--- src/rtl/rx_frame_ctrl.sv ---
// rx_frame_ctrl: serial RX framing controller (start detect, mid-bit strobes, stop/parity check, byte buffer)
//
// Optional feature: define RX_PARITY_EN to expect one even-parity bit after the data bits.
// Ports:
//   clk            system clock, posedge
//   n_rst          asynchronous active-low reset
//   serial_in      synchronized serial line, idle high
//   sr_data        parallel word of the downstream shift register (stop bit in the MSB)
//   data_read      host pulse, current rx_data consumed
//   shift_strobe   one-cycle shift enable to the shift register
//   rx_data        last good received byte
//   data_ready     rx_data valid and unread
//   overrun_error  a byte was loaded while the previous one was unread
//   framing_error  last frame had a zero stop bit
//   parity_error   (RX_PARITY_EN only) last frame failed even parity
module rx_frame_ctrl #(
    parameter int DATA_BITS    = 8,
    parameter int CLKS_PER_BIT = 10
) (
    input  logic                 clk,
    input  logic                 n_rst,
    input  logic                 serial_in,
`ifdef RX_PARITY_EN
    input  logic [DATA_BITS+1:0] sr_data,
`else
    input  logic [DATA_BITS:0]   sr_data,
`endif
    input  logic                 data_read,
    output logic                 shift_strobe,
    output logic [DATA_BITS-1:0] rx_data,
    output logic                 data_ready,
    output logic                 overrun_error,
`ifdef RX_PARITY_EN
    output logic                 framing_error,
    output logic                 parity_error
`else
    output logic                 framing_error
`endif
);
    localparam int TW = $clog2(CLKS_PER_BIT);
    localparam int BW = $clog2(DATA_BITS + 2);
`ifdef RX_PARITY_EN
    localparam int NSTR = DATA_BITS + 2;
    localparam int STOP = DATA_BITS + 1;
`else
    localparam int NSTR = DATA_BITS + 1;
    localparam int STOP = DATA_BITS;
`endif
    localparam logic [TW-1:0] HALF_M1 = TW'(CLKS_PER_BIT / 2 - 1);
    localparam logic [TW-1:0] FULL_M1 = TW'(CLKS_PER_BIT - 1);
    localparam logic [BW-1:0] LAST    = BW'(NSTR - 1);

    typedef enum logic [2:0] {IDLE, START_CHK, SAMPLE, CHECK, LOAD} state_t;

    state_t               state_q, state_d;
    logic                 line_q;
    logic [TW-1:0]        timer_q, timer_d;
    logic [BW-1:0]        bit_cnt_q, bit_cnt_d;
    logic [DATA_BITS-1:0] rx_data_q, rx_data_d;
    logic                 ready_q, ready_d;
    logic                 ovr_q, ovr_d;
    logic                 fe_q, fe_d;
`ifdef RX_PARITY_EN
    logic                 pe_q, pe_d;
`endif

    always_ff @(posedge clk or negedge n_rst) begin
        if (!n_rst) begin
            state_q   <= IDLE;
            line_q    <= 1'b1;
            timer_q   <= '0;
            bit_cnt_q <= '0;
            rx_data_q <= '0;
            ready_q   <= 1'b0;
            ovr_q     <= 1'b0;
            fe_q      <= 1'b0;
`ifdef RX_PARITY_EN
            pe_q      <= 1'b0;
`endif
        end else begin
            state_q   <= state_d;
            line_q    <= serial_in;
            timer_q   <= timer_d;
            bit_cnt_q <= bit_cnt_d;
            rx_data_q <= rx_data_d;
            ready_q   <= ready_d;
            ovr_q     <= ovr_d;
            fe_q      <= fe_d;
`ifdef RX_PARITY_EN
            pe_q      <= pe_d;
`endif
        end
    end

    always_comb begin
        state_d      = state_q;
        timer_d      = timer_q;
        bit_cnt_d    = bit_cnt_q;
        rx_data_d    = rx_data_q;
        ready_d      = ready_q;
        ovr_d        = ovr_q;
        fe_d         = fe_q;
`ifdef RX_PARITY_EN
        pe_d         = pe_q;
`endif
        shift_strobe = 1'b0;
        if (data_read && ready_q) begin
            ready_d = 1'b0;
            ovr_d   = 1'b0;
        end
        case (state_q)
            IDLE: if (line_q && !serial_in) begin
                state_d = START_CHK;
                timer_d = HALF_M1;
                fe_d    = 1'b0;
`ifdef RX_PARITY_EN
                pe_d    = 1'b0;
`endif
            end
            // Mid-point of the start bit: a high line here was only a glitch
            START_CHK: if (timer_q != '0) timer_d = timer_q - 1'b1;
                else if (!serial_in) begin
                    state_d   = SAMPLE;
                    timer_d   = FULL_M1;
                    bit_cnt_d = '0;
                end else state_d = IDLE;
            SAMPLE: if (timer_q != '0) timer_d = timer_q - 1'b1;
                else begin
                    shift_strobe = 1'b1;
                    bit_cnt_d    = bit_cnt_q + 1'b1;
                    timer_d      = FULL_M1;
                    state_d      = (bit_cnt_q == LAST) ? CHECK : SAMPLE;
                end
            // Stop bit was shifted in on the last strobe edge and now sits in the MSB
            CHECK: begin
                state_d = sr_data[STOP] ? LOAD : IDLE;
                fe_d    = !sr_data[STOP];
`ifdef RX_PARITY_EN
                pe_d    = ^sr_data[DATA_BITS:0];
`endif
            end
            // A coincident data_read already cleared ready_d/ovr_d above, so load wins without overrun
            LOAD: begin
                rx_data_d = sr_data[DATA_BITS-1:0];
                ready_d   = 1'b1;
                ovr_d     = (ready_q && !data_read) ? 1'b1 : ovr_d;
                state_d   = IDLE;
            end
            default: state_d = IDLE;
        endcase
    end

    assign rx_data       = rx_data_q;
    assign data_ready    = ready_q;
    assign overrun_error = ovr_q;
    assign framing_error = fe_q;
`ifdef RX_PARITY_EN
    assign parity_error  = pe_q;
`endif
endmodule

--- config.mk ---
export PLATFORM = sky130hd
export DESIGN_NAME = rx_frame_ctrl
export DESIGN_NICKNAME = d
export VERILOG_FILES = /design/src/rtl/rx_frame_ctrl.sv
export SDC_FILE = /design/constraint.sdc
export NUM_CORES = 1
export LEC_CHECK = 0
export CAP_MARGIN = 20
export CORE_UTILIZATION = 40
export CTS_CLUSTER_DIAMETER = 150
export DETAILED_ROUTE_END_ITERATION = 8
export PLACE_DENSITY_LB_ADDON = 0.25
export REMOVE_ABC_BUFFERS = 1
export SLEW_MARGIN = 20
export SYNTH_ARGS = -nofsm -noshare
export SYNTH_HDL_FRONTEND = slang
export SYNTH_SLANG_ARGS = --single-unit
--- constraint.sdc ---
create_clock -name clk -period 1.93 [get_ports clk]
set_clock_uncertainty 0.15 [all_clocks]
set_input_delay 0.386 -clock clk [delete_from_list [all_inputs] [get_ports clk]]
set_output_delay 0.386 -clock clk [all_outputs]
set_load 0.03 [all_outputs]
# --- After elaboration in Yosys (flattened, before gate mapping) ---
# Index checks and enable logic that the tools add are counted.
totals:
  ff_bits: 23
  input_bits: 13
  out_inout_bits: 12
  wordCells: 61
classes:
  add_sub_neg: 2
  eq_ne: 10
  n_mux: 25
  n_reduce_logical: 16
ops:
  columns: ["op", "count"]
  rows:
  - ["4-bit two-way mux", 7]
  - ["3-bit two-way mux", 4]
  - ["3-bit one-hot mux with 4 select lines", 1]
  - ["4-bit one-hot mux with 3 select lines", 1]
  - ["1-bit two-way mux", 9]
  - ["2-bit inequality test (second input constant)", 4]
  - ["4-bit one-hot mux with 2 select lines", 1]
  - ["3-bit by 2-bit equality test with 1-bit output (second input constant)", 2]
  - ["3-bit AND reduction", 2]
  - ["2-bit nonzero test", 3]
  - ["4-bit by 1-bit adder with 4-bit output (second input constant)", 1]
  - ["4-bit equality test (second input constant)", 1]
  - ["4-bit AND reduction", 1]
  - ["4-bit nonzero test", 1]
  - ["4-bit by 1-bit subtractor with 4-bit output (second input constant)", 1]
  - ["3-bit by 1-bit equality test with 1-bit output (second input constant)", 1]
  - ["3-bit equality test (second input constant)", 1]
  - ["1-bit logical AND", 3]
  - ["1-bit logical NOT", 3]
  - ["3-bit logical NOT", 1]
  - ["3-bit inequality test (second input constant)", 1]
  - ["3-bit nonzero test", 1]
  - ["2-bit two-way mux", 1]
  - ["1-bit one-hot mux with 2 select lines", 1]
  - ["2-bit AND reduction", 1]

# --- Depth between registers and ports, before layout ---
# Gate-level depths: netlist (run 1).
logic_depth:
  depth_word: 4
  mapped_depth: 5
  ltp_nobuf: 4

# --- Worst setup path before layout (run 1) ---
# Ideal clock, no wire load.
synth_path:
  kind: "register to output"
  from: "register timer_q[0]"
  to: "output shift_strobe"
  arrival_time_ns: 1.425
  t_required_ns: 1.394
  setup_slack_ns: -0.031
  path_stages_with_launch: 3
  path_buffers: 0
  path_cell_list: "dfrtp_1 > or4_4 > nor2_1"
synth_via:
  elab_chain_len: 3
synth_rtl:
  columns: ["item", "line", "source"]
  rows:
  - ["start: declaration", "57", "logic [TW-1:0] timer_q, timer_d;"]
  - ["start signal: assignment", "83", "timer_q <= timer_d;"]
  - ["4-bit nonzero test", "127", "SAMPLE: if (timer_q != '0) timer_d = timer_q - 1'b1;"]
  - ["1-bit two-way mux", "127", null]
  - ["1-bit two-way mux", "111", "case (state_q)"]
  - ["end: declaration", "29", "output logic shift_strobe,"]
# Every way passes these cells.

# --- Worst setup path after layout (run 1) ---
layout_path:
  from: "register timer_q[3]"
  to: "output shift_strobe"
# Same word-level chain as after synthesis.

==> flow_summary.toml, run 1 <==
[cells_and_area]
layout-drive-gt1-share_pct = 22.73
syn_to_final_growth_pct = 38.67
fin_area_um2 = 1463
diodes = 0
layout_common_cells = "dfrtp_1 (22), clkdlybuf4s50_1 (14), buf_4 (11), mux2_2 (9)"
stdcell_count = 162
layout_commonest_cell = "dfrtp_1"
finalNetCount = 148

[floorplanning]
boundaryPins = 25
core-area_um2 = 2477
die-height_um = 53.35
die_w_um = 53.35
die_area_um2 = 2846
start_util_pct = 42.58
rows = 18

[timing]
fmax_ghz = 0.4866
finalHoldViolations = 0
worst_slew_pin_slew_ns = 0.4970
setup_viol = 1
fin_crit_sh_pct = 106.5
slew_viol_final = 0
max_slew_margin_pct = 66.76
grt_setup_unrepaired = "yes"
period_needed_ns = 2.055
fin_ws_ns = -0.1253

[setup_path]
cp_cell_sequence = "or4_4, nor2_4, buf_6"
critPathTopFamily = "simple AND/OR/NAND/NOR gates"
r2r_slack_ns = 0.17
crit_fanout = 2
crit_buf_inv = 1
crit_required_ns = 1.39
cp-end-kind = "primary output"
worst-setup-path-type = "reg -> out"
worstPathArrival_ns = 1.52
slowest_delay_ns = 0.57
start_kind = "register"
slowest_stage = "or4_4"

[placed_design]
gp_congestion = 0.8672
dpl-instance-area_um2 = 1378
dp_hpwl_mm = 1.530
placed_cells = 155
io_buffers = 24

[run]
max_cap_violations = 0

[cts]
cts.htree.levels = 1
ctsHoldBuffers = 0
cts_tree = "done"
cts_buffers = 3
clock-sinks = 23
clock_latency_ns = 0.31
clockBufferDepth = 2
ctsRootBufferMaster = "clkbuf_4"
clkTransAtPathRegs_ns = 0.12

[worst_hold_path]
min_path_type = "in -> async"

[global_route]
grt_pass1_vias = 844
antenna_found_initial = 0
grt_pass1_wl_mm = 3.574
track_usage_pct = 17.69
overflow = 0
grt_max_degree = 24

[route]
highest_layer = "met4"
viasPerCell = 5.358
m1WireLength_um = 959
drtIter0Drc = 14
post_drt_wl_per_cell_um = 13.85
vias = 868
wl_mm = 2.243
drc_errors = 0
met3WireLength_um = 134
dr.pass1.iters = 4
ant_nets = 0
dr_wl_met2_mm = 1.120

[logic_synthesis]
synth_cells = 95
yosys_warnings = 0
synth_edf_count = 0
ys_seq_area_share_pct = 54.69
async_flop_share_pct = 100.0
ys_ff_latch = 23
syn_avg_cell_area_um2 = 11.10
yosys_most_used_dff = "dfrtp_1"
syn_area_um2 = 1055
synth_cell_type_count = 33

[power_and_ir_drop]
leakage_nw = 0.7391
power_density_nw_per_um2 = 1491
ir_drop_mv = 0.9155

[status]
outcome = "finished, violations left"
violations = "negative setup slack"
[where the power goes]
group	switching, mW	internal (mW)	total, mW
clock network	0.137	0.0807	0.218
logic	0.640	0.537	1.18
registers	0.116	0.671	0.787
total	0.893	1.29	2.18
[stage by stage]
| step | total power, mW | setup slack, ns | setup TNS, ns | utilization, % | hold WS, ns |
|---|---|---|---|---|---|
| floorplan | 1.478 | -0.03135 | -0.03135 | - | -0.05959 |
| finish | 2.181 | -0.1253 | -0.1253 | 59.04 | 0.2625 |
| detailed placement | 1.937 | 0.03798 | 0 | 55.61 | 0.3441 |
| global route | 2.339 | -0.1781 | -0.1781 | 59.04 | 0.2793 |
| CTS | 2.184 | -0.1708 | -0.1708 | 57.98 | 0.2735 |
| global placement | 1.898 | 0.06848 | 0 | 55.61 | 0.3254 |
[what timing repair did]
item | 4_1_cts | 5_1_grt
gates resized for setup | 4 | 9
pin swaps | 2 | 1
setup endpoints to repair | 2 | 11
buffers inserted | 3 | 0
gates cloned | 0 | 0
[final cells by class]
| cell class | instances | area [µm²] |
|---|---|---|
| Fill cell | 220 | 1015 |
| Sequential cell | 23 | 576.8 |
| Multi-Input combinational cell | 64 | 456.7 |
| Timing Repair Buffer | 35 | 342.8 |
| Tap cell | 30 | 37.54 |
| Clock buffer | 4 | 26.28 |
| Inverter | 6 | 22.52 |
[worst register-to-register path, stage by stage, from the launching register on]
cell	delay, ns
dfrtp_1	0.44
inv_1	0.17
nor3_4	0.49
mux2_2	0.42
[state kept, by name, summed over array words and instances, names as in the netlist, named ones only]
name           cells
bit_cnt_q          4
data_ready         1
framing_error      1
line_q             1
rx_data            8
state_q            3
timer_q            4
[synth_stat cells, types with 2 or more instances]
library cell	instances	share of area, %
ha_1	2	2.4
dfrtp_1	22	52
nand2_1	8	2.8
nor2b_1	2	1.2
nand3_1	2	0.95
nor3b_1	2	1.4
nor2_1	5	1.8
o21ai_0	5	2.4
a21oi_1	8	3.8
inv_1	6	2.1
nor3_1	3	1.4
mux2_2	9	9.6
[routing by layer]
layer / vias up / GRT usage [%]
li1: 414 / -
met2: 33 / 31.04
met4: 0 / 9.211
met3: 6 / 3.161
met5: - / 0
met1: 415 / 20.07
[path summary, 6_finish.rpt]
check,start,end,cells after the start
worst max-delay path,timer_q[3],shift_strobe,3
worst min-delay path,n_rst,rx_data[7],2
worst max register to register,state_q[2],rx_data[7],3
worst min register to register,data_ready,register,1
max in group asynchronous,n_rst,line_q,2
min in group clk,data_ready,register,1
[kinds of logic after synthesis]
| group | count (synthesis) | synth area share, % |
|---|---|---|
| XOR/XNOR | 1 | 0.8305 |
| adder cells (fa/ha/maj) | 2 | 2.372 |
| multiplexers | 10 | 10.56 |
| flip-flops | 23 | 54.69 |
| AND/OR/NAND/NOR | 28 | 14.83 |
| buffers and inverters | 8 | 3.321 |
| AO/OA/AOI/OAI | 23 | 13.41 |
(Power assumes the default switching activity.)
==> run 2, diff against run 1 <==
- ABC_AREA: unset -> 1
- ABC_CLOCK_PERIOD_IN_PS: unset -> 1930
- CORE_UTILIZATION: 40 -> 49
==> run 2 against run 1 <==
Compared with the run above:
- the flow now finishes without violations
- worst hold slack worse by 0.0097 ns
- sequential power is 3.6% higher
- combinational power is 8% higher
==> flow_summary.toml, run 2 <==
[cells_and_area]
layout_commonest_cell = "nand2_1"
layout_common_cells = "nand2_1 (66), dfrtp_1 (20), clkdlybuf4s50_1 (17), inv_1 (13)"
register_area_um2 = 579.3
fin_area_um2 = 1528
fillCellCount = 188
finalNetCount = 195
layout-drive-gt1-share_pct = 16.20
syn_to_final_growth_pct = 32.86
multi_input_area_um2 = 543.0
largest_reg_flops = 8
diodes = 0
fin_util_pct = 69.06

[timing]
max_slew_margin_pct = 75.70
fin_crit_sh_pct = 98.59
worst_slew_pin_slew_ns = 0.3636
slew_viol_final = 0
period_needed_ns = 1.903
fmax_ghz = 0.5255
fin_tns_setup_ns = 0
whs_ns = 0.2528
setup_viol = 0
finalHoldViolations = 0

[placed_design]
io_buffers = 24
gp_congestion = 0.8903
dpl-instance-area_um2 = 1419
dp_hpwl_mm = 1.797

[run]
max_cap_violations = 0

[power_and_ir_drop]
power_density_nw_per_um2 = 1513
ir_drop_mv = 1.003
p_total_mw = 2.311
leakage_nw = 0.8245

[logic_synthesis]
synth_cell_type_count = 20
synth_edf_count = 0
ys_ff_latch = 23
ys_seq_area_share_pct = 50.16
synth_common_cells = "nand2_1 (66), dfrtp_1 (22), inv_1 (13)"
synth.most_common_cell = "nand2_1"
yosys_warnings = 0
synth_top_area_share_pct = 47.88
syn_avg_cell_area_um2 = 7.876
synth_cells = 146
yosysTopAreaCell = "dfrtp_1"
syn_area_um2 = 1150
synthTopCellsByArea = "dfrtp_1 (48%), nand2_1 (22%), inv_1 (4.2%), nand3_1 (3.0%), nand2_2 (2.7%)"
yosys_most_used_dff = "dfrtp_1"
async_flop_share_pct = 100.0

[global_route]
antenna_found_initial = 0
grt_max_degree = 24
grt_pass1_wl_mm = 4.381
track_usage_pct = 23.40
grt_pass1_vias = 1016
overflow = 0

[floorplanning]
die_area_um2 = 2544
die-height_um = 50.44
die_w_um = 50.44
boundaryPins = 25
rows = 17
core-area_um2 = 2212
start_util_pct = 51.98

[setup_path]
cp_cell_sequence = "clkdlybuf4s50_1"
worst-setup-path-type = "reg -> out"
slowest_delay_ns = 0.68
start_kind = "register"
crit_fanout = 2
cp-end-kind = "primary output"
crit_required_ns = 1.39
crit_buf_inv = 1
worstPathArrival_ns = 1.37
slowest_stage = "clkdlybuf4s50_1"
critPathTopFamily = "buffers and inverters"

[cts]
clkTransAtPathRegs_ns = 0.12
clockBufferDepth = 2
cts_tree = "done"
cts.htree.levels = 1
ctsHoldBuffers = 0
ctsRootBufferMaster = "clkbuf_4"
cts_buffers = 3
clock-sinks = 23
clock_latency_ns = 0.31

[route]
drtIter0Drc = 25
drc_errors = 0
post_drt_wl_per_cell_um = 12.57
viasPerCell = 5.077
wl_mm = 2.603
dr.pass1.iters = 5
vias = 1051
ant_nets = 0

[worst_hold_path]
min_path_type = "in -> async"

[status]
outcome = "finished, final reports clean"
## run 2: final timing paths
check	slack, ns	endpoint	cells past startpoint	start
max	0.03	overrun_error	1	register
min	0.25	bit_cnt_q[1]	2	n_rst
max reg2reg	0.26	rx_data[7]	6	state_q[0]
min reg2reg	0.34	register	1	data_ready
max in group asynchronous	1.10	line_q	2	n_rst
min in group clk	0.34	register	1	data_ready
## run 2: through the flow
step / instances / setup WS, ns
final: 207 / 0.02719
after global routing: 207 / -0.007657
after CTS: 205 / 0.009932
after detailed placement: 198 / 0.1529
after global placement: 198 / 0.2094
after floorplan: 145 / 0.2369
## run 2: timing repair
item,CTS,global route
endpoints found under the setup margin,2,6
buffers inserted,3,2
pin swaps,0,0
gates resized for setup,6,9
## run 2: report_power, final
part / leakage [nW] / switching, mW / internal, mW
Clock: 0.0177 / 0.147 / 0.0776
Combinational: 0.527 / 0.785 / 0.487
Sequential: 0.280 / 0.157 / 0.658
Total: 0.824 / 1.09 / 1.22
## run 2: final cells by class
cell class / instances / area share (%)
Clock buffer: 3 / 1.474
Clock inverter: 1 / 0.3276
Inverter: 13 / 3.194
Multi-Input combinational cell: 109 / 35.54
Sequential cell: 23 / 37.92
Tap cell: 28 / 2.293
Timing Repair Buffer: 30 / 19.25
## run 2: routing by layer
layer / up-vias / part of all wire [%] / GRT usage (%)
met1: 499 / 43 / 27.70
met2: 28 / 51 / 40.67
met5: - / 0 / 0
li1: 520 / - / -
met4: 0 / 1.9 / 12.96
met3: 4 / 3.3 / 3.030
## run 2: cell families (layout without fill, tap and decap cells)
kind of cell / count (synthesis) / after routing / synth area share, %
DFF: 23 / 23 / 50.16
buffers and inverters: 14 / 47 / 5.223
and+or+nand+nor: 94 / 94 / 35.58
adders and majority gates: 2 / 2 / 2.176
xor gates and xnor gates: 1 / 1 / 0.7618
AOI/OAI and AO/OA: 12 / 12 / 6.094
